[src/rtl/pipe_stall_ctrl.sv]
// pipe_stall_ctrl: single source of stall control for a five-stage pipeline.
// It arbitrates stall requests from IF, ID and MEM. It also sequences
// multi-cycle EX operations (mul/div) by holding the front of the pipeline
// until the final EX cycle of the operation.
//
// Stall vector bits: 0=PC, 1=IF, 2=ID, 3=EX, 4=MEM, 5=WB.
// If bit k=1 and bit k+1=0, a bubble is injected into stage k+1.
// If bit k=1 and bit k+1=1, stage k+1 is held.
//
// Optional build macro STALL_PERF_CNT_EN adds a saturating 32-bit
// "stall_cycles" counter. It counts clock edges on which the PC is stalled.
module pipe_stall_ctrl #(
  parameter int STALL_W  = 6,
  parameter int MC_CNT_W = 5
) (
  input  logic                clk,
  input  logic                rst,
  input  logic                if_stallreq,
  input  logic                id_stallreq,
  input  logic                mem_stallreq,
  input  logic                ex_mc_start,
  input  logic [MC_CNT_W-1:0] ex_mc_cycles,
  input  logic                ctrl_flush,
`ifdef STALL_PERF_CNT_EN
  output logic [31:0]         stall_cycles,
`endif
  output logic [STALL_W-1:0]  ctrl_stall,
  output logic                ex_mc_busy,
  output logic                ex_mc_done
);

  typedef enum logic {
    IDLE = 1'b0,
    BUSY = 1'b1
  } state_t;

  // Returns a vector with bits [k-1:0] set. A requester at stage k holds
  // every register upstream of itself, and the register just after it
  // receives a bubble.
  function automatic logic [STALL_W-1:0] hold_upto(input int k);
    logic [STALL_W-1:0] m;
    m = '0;
    for (int i = 0; i < STALL_W; i++) begin
      if (i < k) m[i] = 1'b1;
    end
    return m;
  endfunction

  localparam logic [STALL_W-1:0] STALL_MEM  = hold_upto(5);
  localparam logic [STALL_W-1:0] STALL_EX   = hold_upto(4);
  localparam logic [STALL_W-1:0] STALL_ID   = hold_upto(3);
  localparam logic [STALL_W-1:0] STALL_IF   = hold_upto(2);
  localparam logic [STALL_W-1:0] STALL_NONE = '0;

  localparam logic [MC_CNT_W-1:0] CNT_ONE = MC_CNT_W'(1);
  localparam logic [MC_CNT_W-1:0] CNT_TWO = MC_CNT_W'(2);

  state_t              state_q, state_d;
  logic [MC_CNT_W-1:0] cnt_q, cnt_d;
  logic                ex_req;
  logic                done_raw;

  // Sequencer state and down-counter. An asynchronous reset aborts any
  // operation that is in flight.
  always_ff @(posedge clk or posedge rst) begin
    if (rst) begin
      state_q <= IDLE;
      cnt_q   <= '0;
    end else begin
      state_q <= state_d;
      cnt_q   <= cnt_d;
    end
  end

  // Next-state logic and EX stall request. While a MEM wait is active in
  // BUSY, the counter and state freeze and the EX request stays asserted,
  // so the done pulse slips until memory releases.
  always_comb begin
    state_d  = state_q;
    cnt_d    = cnt_q;
    ex_req   = 1'b0;
    done_raw = 1'b0;
    if (ctrl_flush) begin
      // A flush kills any op in flight and refuses a simultaneous launch.
      state_d = IDLE;
      cnt_d   = '0;
    end else begin
      unique case (state_q)
        IDLE: begin
          if (ex_mc_start) begin
            if (ex_mc_cycles >= CNT_TWO) begin
              ex_req  = 1'b1;
              state_d = BUSY;
              cnt_d   = ex_mc_cycles - CNT_ONE;
            end else begin
              // N of 0 or 1 behaves as an ordinary single-cycle op.
              done_raw = 1'b1;
            end
          end
        end
        BUSY: begin
          if (mem_stallreq) begin
            ex_req = 1'b1;
          end else if (cnt_q > CNT_ONE) begin
            ex_req = 1'b1;
            cnt_d  = cnt_q - CNT_ONE;
          end else begin
            // Final EX cycle. The counter is never loaded below 1 in BUSY,
            // so it cannot wrap.
            done_raw = 1'b1;
            state_d  = IDLE;
            cnt_d    = '0;
          end
        end
        default: begin
          state_d = IDLE;
          cnt_d   = '0;
        end
      endcase
    end
  end

  // Stall arbitration, highest priority first: flush, mem, ex, id, if.
  // All outputs are forced low while reset is asserted.
  always_comb begin
    ctrl_stall = STALL_NONE;
    if (rst || ctrl_flush) ctrl_stall = STALL_NONE;
    else if (mem_stallreq) ctrl_stall = STALL_MEM;
    else if (ex_req)       ctrl_stall = STALL_EX;
    else if (id_stallreq)  ctrl_stall = STALL_ID;
    else if (if_stallreq)  ctrl_stall = STALL_IF;
  end

  assign ex_mc_busy = (state_q == BUSY) && !rst;
  assign ex_mc_done = done_raw && !rst;

`ifdef STALL_PERF_CNT_EN
  // Saturating increment so the counter sticks at all-ones.
  function automatic logic [31:0] sat_inc(input logic [31:0] v);
    return (v == 32'hFFFF_FFFF) ? v : v + 32'd1;
  endfunction

  logic [31:0] perf_q;

  // Count edges on which the PC is stalled. A flush does not clear it.
  always_ff @(posedge clk or posedge rst) begin
    if (rst) begin
      perf_q <= '0;
    end else if (ctrl_stall[0]) begin
      perf_q <= sat_inc(perf_q);
    end
  end

  assign stall_cycles = perf_q;
`endif

endmodule
[config.mk]
export PLATFORM = sky130hd
export DESIGN_NAME = pipe_stall_ctrl
export DESIGN_NICKNAME = d
export VERILOG_FILES = /design/src/rtl/pipe_stall_ctrl.sv
export SDC_FILE = /design/constraint.sdc
export NUM_CORES = 1
export LEC_CHECK = 0
export BUFFER_PORTS_ARGS = -buffer_cell sky130_fd_sc_hd__buf_2
export CORE_AREA = 2 2 42 44
export DETAILED_ROUTE_END_ITERATION = 16
export DIE_AREA = 0 0 44 46
export PLACE_DENSITY = 0.75
export SETUP_SLACK_MARGIN = 0.2
export SLEW_MARGIN = 20
export SYNTH_ARGS = -nofsm -noshare
export SYNTH_HDL_FRONTEND = slang
export SYNTH_SLANG_ARGS = --single-unit
export TNS_END_PERCENT = 100
[constraint.sdc]
create_clock -name clk -period 2.1 [get_ports clk]
set_clock_uncertainty 0.2 [all_clocks]
set_input_delay 0.105 -clock clk [delete_from_list [all_inputs] [get_ports clk]]
set_output_delay 0.105 -clock clk [all_outputs]
set_load 0.01 [all_outputs]
==> metrics.txt, run 1 <==
Starting Density 0.378; most frequent CP cell or3_4; period utilization 0.979; Clock Latency Late Sink 0.25 ns; final net count 126; crit path max fanout 2; Max Cap Viol 0; CP Launch Type flip-flop; Setup Slack @ Placement 0.0906 ns; Rows 15; Vias around 710; CP Cell Sequence or3_4 > or3_4 > o32ai_2 > and2_1 > buf_2; status finished, final reports clean; syn_nets 93; filler cell count 148; Initial DRT Pass Iterations 4; Worst Hold Class in -> reg; sequential fraction of the synthesis area 0.246; slowest CP cell or3_4; Tightest Pin Transition 0.610 ns; critical path required time 1.79 ns; first-pass GRT wire length roughly 2500 um; slowest stage delay, CP 0.40 ns; synth top area cells dfrtp_1, ha_1, inv_1; DR WL/cell 13.3 um; ANT cells 0; critical setup path kind reg -> out; clock power share 0.225; gr usage total 0.180; I/O pins 20; # setup viols final 0; GRT overflow 0; DRC 0; Root Driver clkbuf_4; largest net degree at the start of global routing 8; Min Hold Slack just under 0.08 ns; register area 150 um2; Clock Tree Buf Depth 2; synth warn 0; post-DP HPWL 1210 um; drt total wl between 1500 and 2000 um; switching portion of total power 0.350; sw power 0.000167 W; top-area cell type share of the netlist area 0.246; Die W between 40 and 50 um; sequential share of power 0.295; top_reg_cell synth dfrtp_1; setup ws final 0.0438 ns; Max VDD drop 337 uV; Final Slew Violations 0; Comb pwr share 0.481; clock transition at the registers of the reported paths 0.05 ns; Internal Dissipation 0.000311 W; fin crit period 2.06 ns; Routed Antenna Nets 0; number of global-route vias before repair 608; Max-Slew Margin vs Limit 0.591; FF-to-FF path depth 5; #FFs+latches synth 6; share of cells above drive strength 1 0.361; Num CTS Buffers 3; Post-Syn Area per Cell between 7 and 8 um2; DRT iter0 DRCs 28; GP Congestion approximately 0.85; Area growth syn-to-layout 40.8%; most frequent cell after synthesis inv_1; DP Area roughly 730 um2; pwr dens ~560 nW/um2; I/O Buffers 18; CTS sink count 6; post-synth top area cell dfrtp_1; number of synthesized flops with an enable pin 0; RSZ-0062 raised after global routing yes; Core ar. 1610 um2; Synth Cell Area 611 um2; Final Hold Viols 0; CTS tree done; htree depth 1; Synth cell types 35; Synth async-reset ratio 1.00; Die Area 2020 um2; Syn Inst Count 77; Hold Path Depth 4; CP arrival ~1.8 ns; Avg Vias per Cell 5.67; Pleak roughly 0.42 nW; Max Freq 486 MHz; antenna violations before repair 0; CP bufs+invs 1; endpoint class of the critical path output pin; most frequent cells after synthesis inv_1, dfrtp_1, nand2_1, nor2_1; die height around 46 um; CP delay by family, top simple AND/OR/NAND/NOR gates; fin area 860 um2; Crit path depth 5; area of the multi-input gates 430 um2
-- cells by family after synthesis --
group | Yosys count | synth area share
buffers and inverters | 13 | 0.0943
adders and majority gates | 4 | 0.0820
other | 1 | 0.00614
and+or+nand+nor | 26 | 0.215
DFF | 6 | 0.246
AOI/OAI and AO/OA | 24 | 0.314
xor gates and xnor gates | 3 | 0.0430
-- metrics by stage --
stage	instances	util	setup TNS, ns	total power [W]
finish	125	0.533	0	0.000478
global route	125	0.533	-0.0788	0.000516
CTS	124	0.526	0	0.000465
detailed placement	113	0.453	0	0.000321
global placement	113	0.453	0	0.000318
floorplan	77	-	0	0.000262
-- per-layer routing --
| metal | vias up | part of all wire | GRT usage |
|---|---|---|---|
| met5 | - | 0 | 0 |
| met4 | 0 | 0.011 | 0.0788 |
| met3 | 4 | 0.057 | 0.0714 |
| met2 | 37 | 0.53 | 0.309 |
| met1 | 326 | 0.40 | 0.196 |
| li1 | 342 | - | - |
-- worst paths after layout --
check,start,endpoint,slack [ns]
worst max-delay path,cnt_q[3]$_DFFE_PP0P_,ex_mc_done,0.04
worst min-delay path,ex_mc_cycles[0],cnt_q[0]$_DFFE_PP0P_,0.08
worst max register to register,cnt_q[0]$_DFFE_PP0P_,cnt_q[4]$_DFFE_PP0P_,0.11
worst min register to register,cnt_q[2]$_DFFE_PP0P_,cnt_q[2]$_DFFE_PP0P_,0.37
max in group asynchronous,rst,cnt_q[2]$_DFFE_PP0P_,1.33
min in group asynchronous,rst,state_q$_DFF_PP0_,0.15
-- power groups by stage --
stage               clock (W)  sequential (W)  combinational [W]
floorplan                   0        0.000141           0.000122
global placement            0        0.000141           0.000177
detailed placement          0        0.000143           0.000178
CTS                  0.000110        0.000140           0.000215
global route         0.000125        0.000142           0.000249
finish               0.000107        0.000141           0.000230
-- flip-flops by register name, indices dropped and copies added, names as in the netlist --
| register | flops |
|---|---|
| cnt_q | 5 |
| state_q | 1 |
-- area by class of cell --
type / count / area share
timing repair buffer: 31 / 0.230
clock buffer: 3 / 0.0262
multi-input combinational: 58 / 0.501
tap: 17 / 0.0247
inverter: 10 / 0.0437
sequential: 6 / 0.175
-- worst min-delay path: cells and delay by family --
family,cells,cell delay (ns)
AO/OA/AOI/OAI,2,0.21
buffers and inverters,2,0.16
-- placed cells by master, fill, tap and decap left out, types with 2 or more instances in the layout --
cell / n
or3_4: 2
clkbuf_4: 3
xnor2_1: 3
nor3_1: 5
nand2_1: 5
a32o_1: 3
buf_2: 18
o22ai_1: 2
buf_4: 9
dfrtp_1: 6
a21oi_1: 5
o31ai_1: 2
nor2_1: 6
inv_1: 9
ha_1: 3
dlygate4sd3_1: 4
-- what timing repair did --
item / CTS / global route
hold buffers: 4 / 0
endpoints found under the hold margin: 8 / 0
endpoints found under the setup margin: 5 / 6
gates resized for setup: 5 / 2
buffers inserted: 4 / 1
pin swaps: 1 / 0
No activity file was read; power rests on OpenSTA's default activity.
==> run 2, diff against run 1 <==
- RECOVER_POWER: unset -> 100
==> run 2 against run 1 <==
Compared with the run above: register-to-register slack barely moved; via count decreased by 0.56%; design area fell by 0.44%; combinational power about the same; power up 0.28%; die area unchanged; highest routed layer unchanged; sequential cell count stayed put; setup slack lost 0.0033 ns; hold slack lost 0.0053 ns; non-clock buffer count stayed put; count of clock-buffer cells in the layout stayed put; clock power is essentially flat.
==> metrics.txt, run 2 (synthesis gave the netlist of run 1 again) <==
R2R Path Start cnt_q[1]$_DFFE_PP0P_; Initial DRT Pass Iterations 5; setup ws final 0.0405 ns; post-DP HPWL 1210 um; Setup Slack @ Placement roughly 0.091 ns; crit path max fanout 2; # setup viols final 0; antenna violations before repair 0; ANT cells 0; critical path required time 1.79 ns; number of global-route vias before repair 608; Vias 705; sequential share of power 0.294; Die W 44 um; largest net degree at the start of global routing 8; CTS tree done; Max Freq 486 MHz; CP Launch Type flip-flop; clock power share 0.226; first-pass GRT wire length 2530 um; Worst Hold Class in -> reg; min-delay src ex_mc_cycles[0]; Num CTS Buffers 3; status finished, final reports clean; Critical R2R Capture cnt_q[4]$_DFFE_PP0P_; I/O Buffers 18; Rows 15; FF-to-FF path depth 7; Worst R2R Setup Slack 0.10 ns; switching portion of total power 0.353; Area growth syn-to-layout 40.2%; Final Hold Viols 0; htree depth 1; setup_tns 0 ns; Comb pwr share 0.480; number of flip-flops in the largest register 5; CTS sink count 6; CP arrival 1.75 ns; Avg Vias per Cell between 5 and 6; Routed Antenna Nets 0; Clock Latency Late Sink 0.25 ns; GRT overflow 0; Internal Dissipation 0.000310 W; clock transition at the registers of the reported paths 0.05 ns; die height about 46 um; Worst Hold Path EP cnt_q[0]$_DFFE_PP0P_; most frequent CP cell or3_4; Clock Tree Buf Depth 2; drt total wl 1680 um; DRT iter0 DRCs 28; Max Cap Viol 0; Max VDD drop roughly 340 uV; final net count 126; DRC 0; endpoint class of the critical path output pin; share of cells above drive strength 1 0.333; GP Congestion between 0.8 and 0.9; most common cell after layout, fill and taps aside buf_2; Pleak 0.410 nW; sw power approximately 0.00017 W; Hold Path Depth 4; Tightest Pin Transition 0.637 ns; critical setup path kind reg -> out; period utilization 0.981; CP Cell Sequence or3_4 > or3_4 > o32ai_2 > and2_1 > buf_2; RSZ-0062 raised after global routing yes; Max-Slew Margin vs Limit 0.573; I/O pins 20; most frequent cells in the layout buf_2, inv_1, buf_4; fin crit period 2.06 ns; DR WL/cell 13.5 um; gr usage total 0.180; Root Driver clkbuf_4; slowest stage delay, CP 0.40 ns; Final Slew Violations 0; pwr dens 560 nW/um2; Die Area a little over 2000 um2; Largest Register cnt_q; slowest CP cell or3_4; top flop regs cnt_q (5), state_q (1); Core ar. 1610 um2; Starting Density 0.378
## run 2: routing by layer
| layer | GRT usage | vias up | wire length [um] |
|---|---|---|---|
| met3 | 0.0714 | 6 | 78 |
| met5 | 0 | - | 0 |
| met1 | 0.196 | 324 | 696 |
| met4 | 0.0788 | 0 | 22 |
| met2 | 0.309 | 32 | 885 |
| li1 | - | 343 | - |
## run 2: critical path: cells and delay by family (launching register included)
family	cells	cell delay, ns
AOI/OAI and AO/OA	1	0.12
buffers and inverters	1	0.12
and+or+nand+nor	3	0.90
DFF	1	0.37
## run 2: area by class of cell
cell class / instances / area (um2)
inverters: 10 / 37.5
well taps: 17 / 21.3
fillers: 147 / 758
flip-flops and latches: 6 / 150
repair buffers: 31 / 194
clock buffers: 3 / 22.5
multi-input cells: 58 / 430
## run 2: timing repair
item | in CTS | in global routing
gates resized for setup | 5 | 2
hold endpoints to repair | 8 | 0
hold buffers | 4 | 0
buffers inserted | 4 | 1
pin swaps | 1 | 0
setup endpoints to repair | 5 | 6
## run 2: power groups by stage
stage	clock (W)	sequential, W	combinational, W
global placement	0	0.000141	0.000177
CTS	0.000110	0.000140	0.000215
detailed placement	0	0.000143	0.000178
floorplan	0	0.000141	0.000122
finish	0.000109	0.000141	0.000230
global route	0.000125	0.000142	0.000248
## run 2: through the flow
step	utilization	power, W	instances	instance area [um2]	hold slack [ns]
detailed placement	0.453	0.000321	113	732	-0.132
CTS	0.526	0.000465	124	850	0.0706
finish	0.530	0.000480	125	856	0.0727
global placement	0.453	0.000318	113	732	-0.131
global route	0.530	0.000515	125	856	0.0664
floorplan	-	0.000262	77	611	-0.304
## run 2: how the worst max path moves through the flow
stage | start | end | cells past startpoint
2_1_floorplan | cnt_q[0]$_DFFE_PP0P_ | cnt_q[4]$_DFFE_PP0P_ | 5
3_3_place_gp | cnt_q[0]$_DFFE_PP0P_ | cnt_q[4]$_DFFE_PP0P_ | 5
3_5_place_dp | cnt_q[0]$_DFFE_PP0P_ | cnt_q[4]$_DFFE_PP0P_ | 5
4_1_cts | cnt_q[3]$_DFFE_PP0P_ | ex_mc_done | 5
5_1_grt | cnt_q[3]$_DFFE_PP0P_ | ctrl_stall[1] | 5
6_report | cnt_q[3]$_DFFE_PP0P_ | ex_mc_done | 5
==> run 3, diff against run 2 <==
- BUFFER_PORTS_ARGS: -buffer_cell sky130_fd_sc_hd__buf_2 -> -buffer_cell sky130_fd_sc_hd__clkbuf_2
- PLACE_DENSITY: 0.75 -> 0.78
- clock period: 2.1 -> 1.7 ns (I/O delays scaled with it)
==> run 3 against run 2 <==
Compared with the run above: largest power group unchanged; utilization rose by 11 points; critical endpoint unchanged; the run now ends with setup timing left; count of clock-buffer cells in the layout stayed put; critical path type unchanged; first-iteration DRC count down 57%; sequential cell count did not move; cell count is 8.8% higher; sequential share of layout area shrank 2.9 points; wire length rose by 28%.
==> metrics.txt, run 3 (synthesis gave the netlist of run 1 again) <==
status finished with violations; violated checks setup timing; Pleak 0.486 nW; Initial DRT Pass Iterations 5; Routed Antenna Nets 0; Worst Setup SP cnt_q[1]$_DFFE_PP0P_; Largest Register cnt_q; min-delay src mem_stallreq; DR WL/cell 15.8 um; Final Slew Violations 0; CP Launch Type flip-flop; gr usage total 0.220; die height 46 um; DRT iter0 DRCs 12; CP arrival ~1.8 ns; Rows 15; Clock Tree Buf Depth 2; htree depth 1; first-pass GRT wire length between 3000 and 4000 um; share of cells above drive strength 1 0.487; Max VDD drop 397 uV; Max Cap Viol 0; I/O pins 20; Avg Vias per Cell approximately 5.6; post-DP HPWL 1420 um; RSZ-0062 raised after global routing yes; Pwr Total 0.000683 W; setup ws final -0.390 ns; Die W 44 um; top flop regs cnt_q (5), state_q (1); critical setup path kind reg -> out; CTS tree done; number of global-route vias before repair about 740; most common cell after layout, fill and taps aside clkbuf_2; fin crit period 2.09 ns; Die Area approximately 2000 um2; crit path max fanout 3; GRT overflow 0; I/O Buffers 18; clock transition at the registers of the reported paths 0.04 ns; Root Driver clkbuf_4; most frequent cells in the layout clkbuf_2, buf_4, inv_1; critical path required time 1.41 ns; Worst Hold Class in -> reg; GP Congestion 0.841; Core ar. 1610 um2; final net count 137; period utilization 1.23; setup_tns -2.29 ns; CTS sink count 6; R2R Path Start cnt_q[1]$_DFFE_PP0P_; DRC 0; Num CTS Buffers 3; number of flip-flops in the largest register 5; Vias 759; pwr dens 660 nW/um2; Starting Density 0.378; ANT cells 0; endpoint class of the critical path output pin; # setup viols final 9; Area growth syn-to-layout 69.5%; Clock Latency Late Sink ~0.24 ns; Max Freq 478 MHz; largest net degree at the start of global routing 8; Final Hold Viols 0; antenna violations before repair 0; drt total wl 2150 um
run 3: worst paths after layout:
path | end | slack, ns | depth (start not counted)
worst min register to register | cnt_q[4]$_DFFE_PP0P_ | 0.50 | 3
worst max register to register | state_q$_DFF_PP0_ | -0.33 | 10
worst min-delay path | state_q$_DFF_PP0_ | 0.09 | 3
min in group asynchronous | state_q$_DFF_PP0_ | 0.13 | 3
max in group asynchronous | cnt_q[0]$_DFFE_PP0P_ | 0.96 | 3
worst max-delay path | ex_mc_done | -0.39 | 7
run 3: worst max-delay path, stage by stage (launching register included):
cell,delay (ns)
dfrtp_1,0.39
inv_2,0.09
ha_4,0.12
o21ba_4,0.16
or3_4,0.38
o32ai_2,0.12
and2_1,0.17
buf_2,0.13
run 3: final cells by class:
cell class	count	area, um2
well taps	17	21.3
inverters	10	37.5
flip-flops and latches	6	151
fillers	147	579
clock buffers	3	22.5
repair buffers	42	304
multi-input cells	58	498
run 3: report_power, final:
part,internal [W],switching [W]
Combinational,0.000204,0.000182
Clock,0.0000793,0.0000430
Sequential,0.000160,0.0000148
run 3: layer usage:
| metal | global-route usage | routed length [um] |
|---|---|---|
| met1 | 0.242 | 838 |
| met2 | 0.397 | 1190 |
| met3 | 0.0397 | 106 |
| met4 | 0.121 | 19 |
| met5 | 0 | 0 |
run 3: repair_timing:
item	in CTS	in global routing
buffers inserted	2	5
gates resized for setup	17	13
pin swaps	7	1
endpoints found under the setup margin	11	11
hold buffers	3	0
endpoints found under the hold margin	8	0
cloned	0	0
run 3: stage by stage:
stage / setup slack (ns) / instances / hold slack (ns) / utilization / instance area [um2]
2_1_floorplan: -0.231 / 77 / -0.324 / - / 616
3_3_place_gp: -0.210 / 123 / -0.172 / 0.503 / 812
3_5_place_dp: -0.306 / 123 / -0.177 / 0.503 / 812
4_1_cts: -0.339 / 131 / -0.00575 / 0.590 / 952
5_1_grt: -0.455 / 136 / 0.113 / 0.641 / 1030
6_report: -0.390 / 136 / 0.0944 / 0.641 / 1030
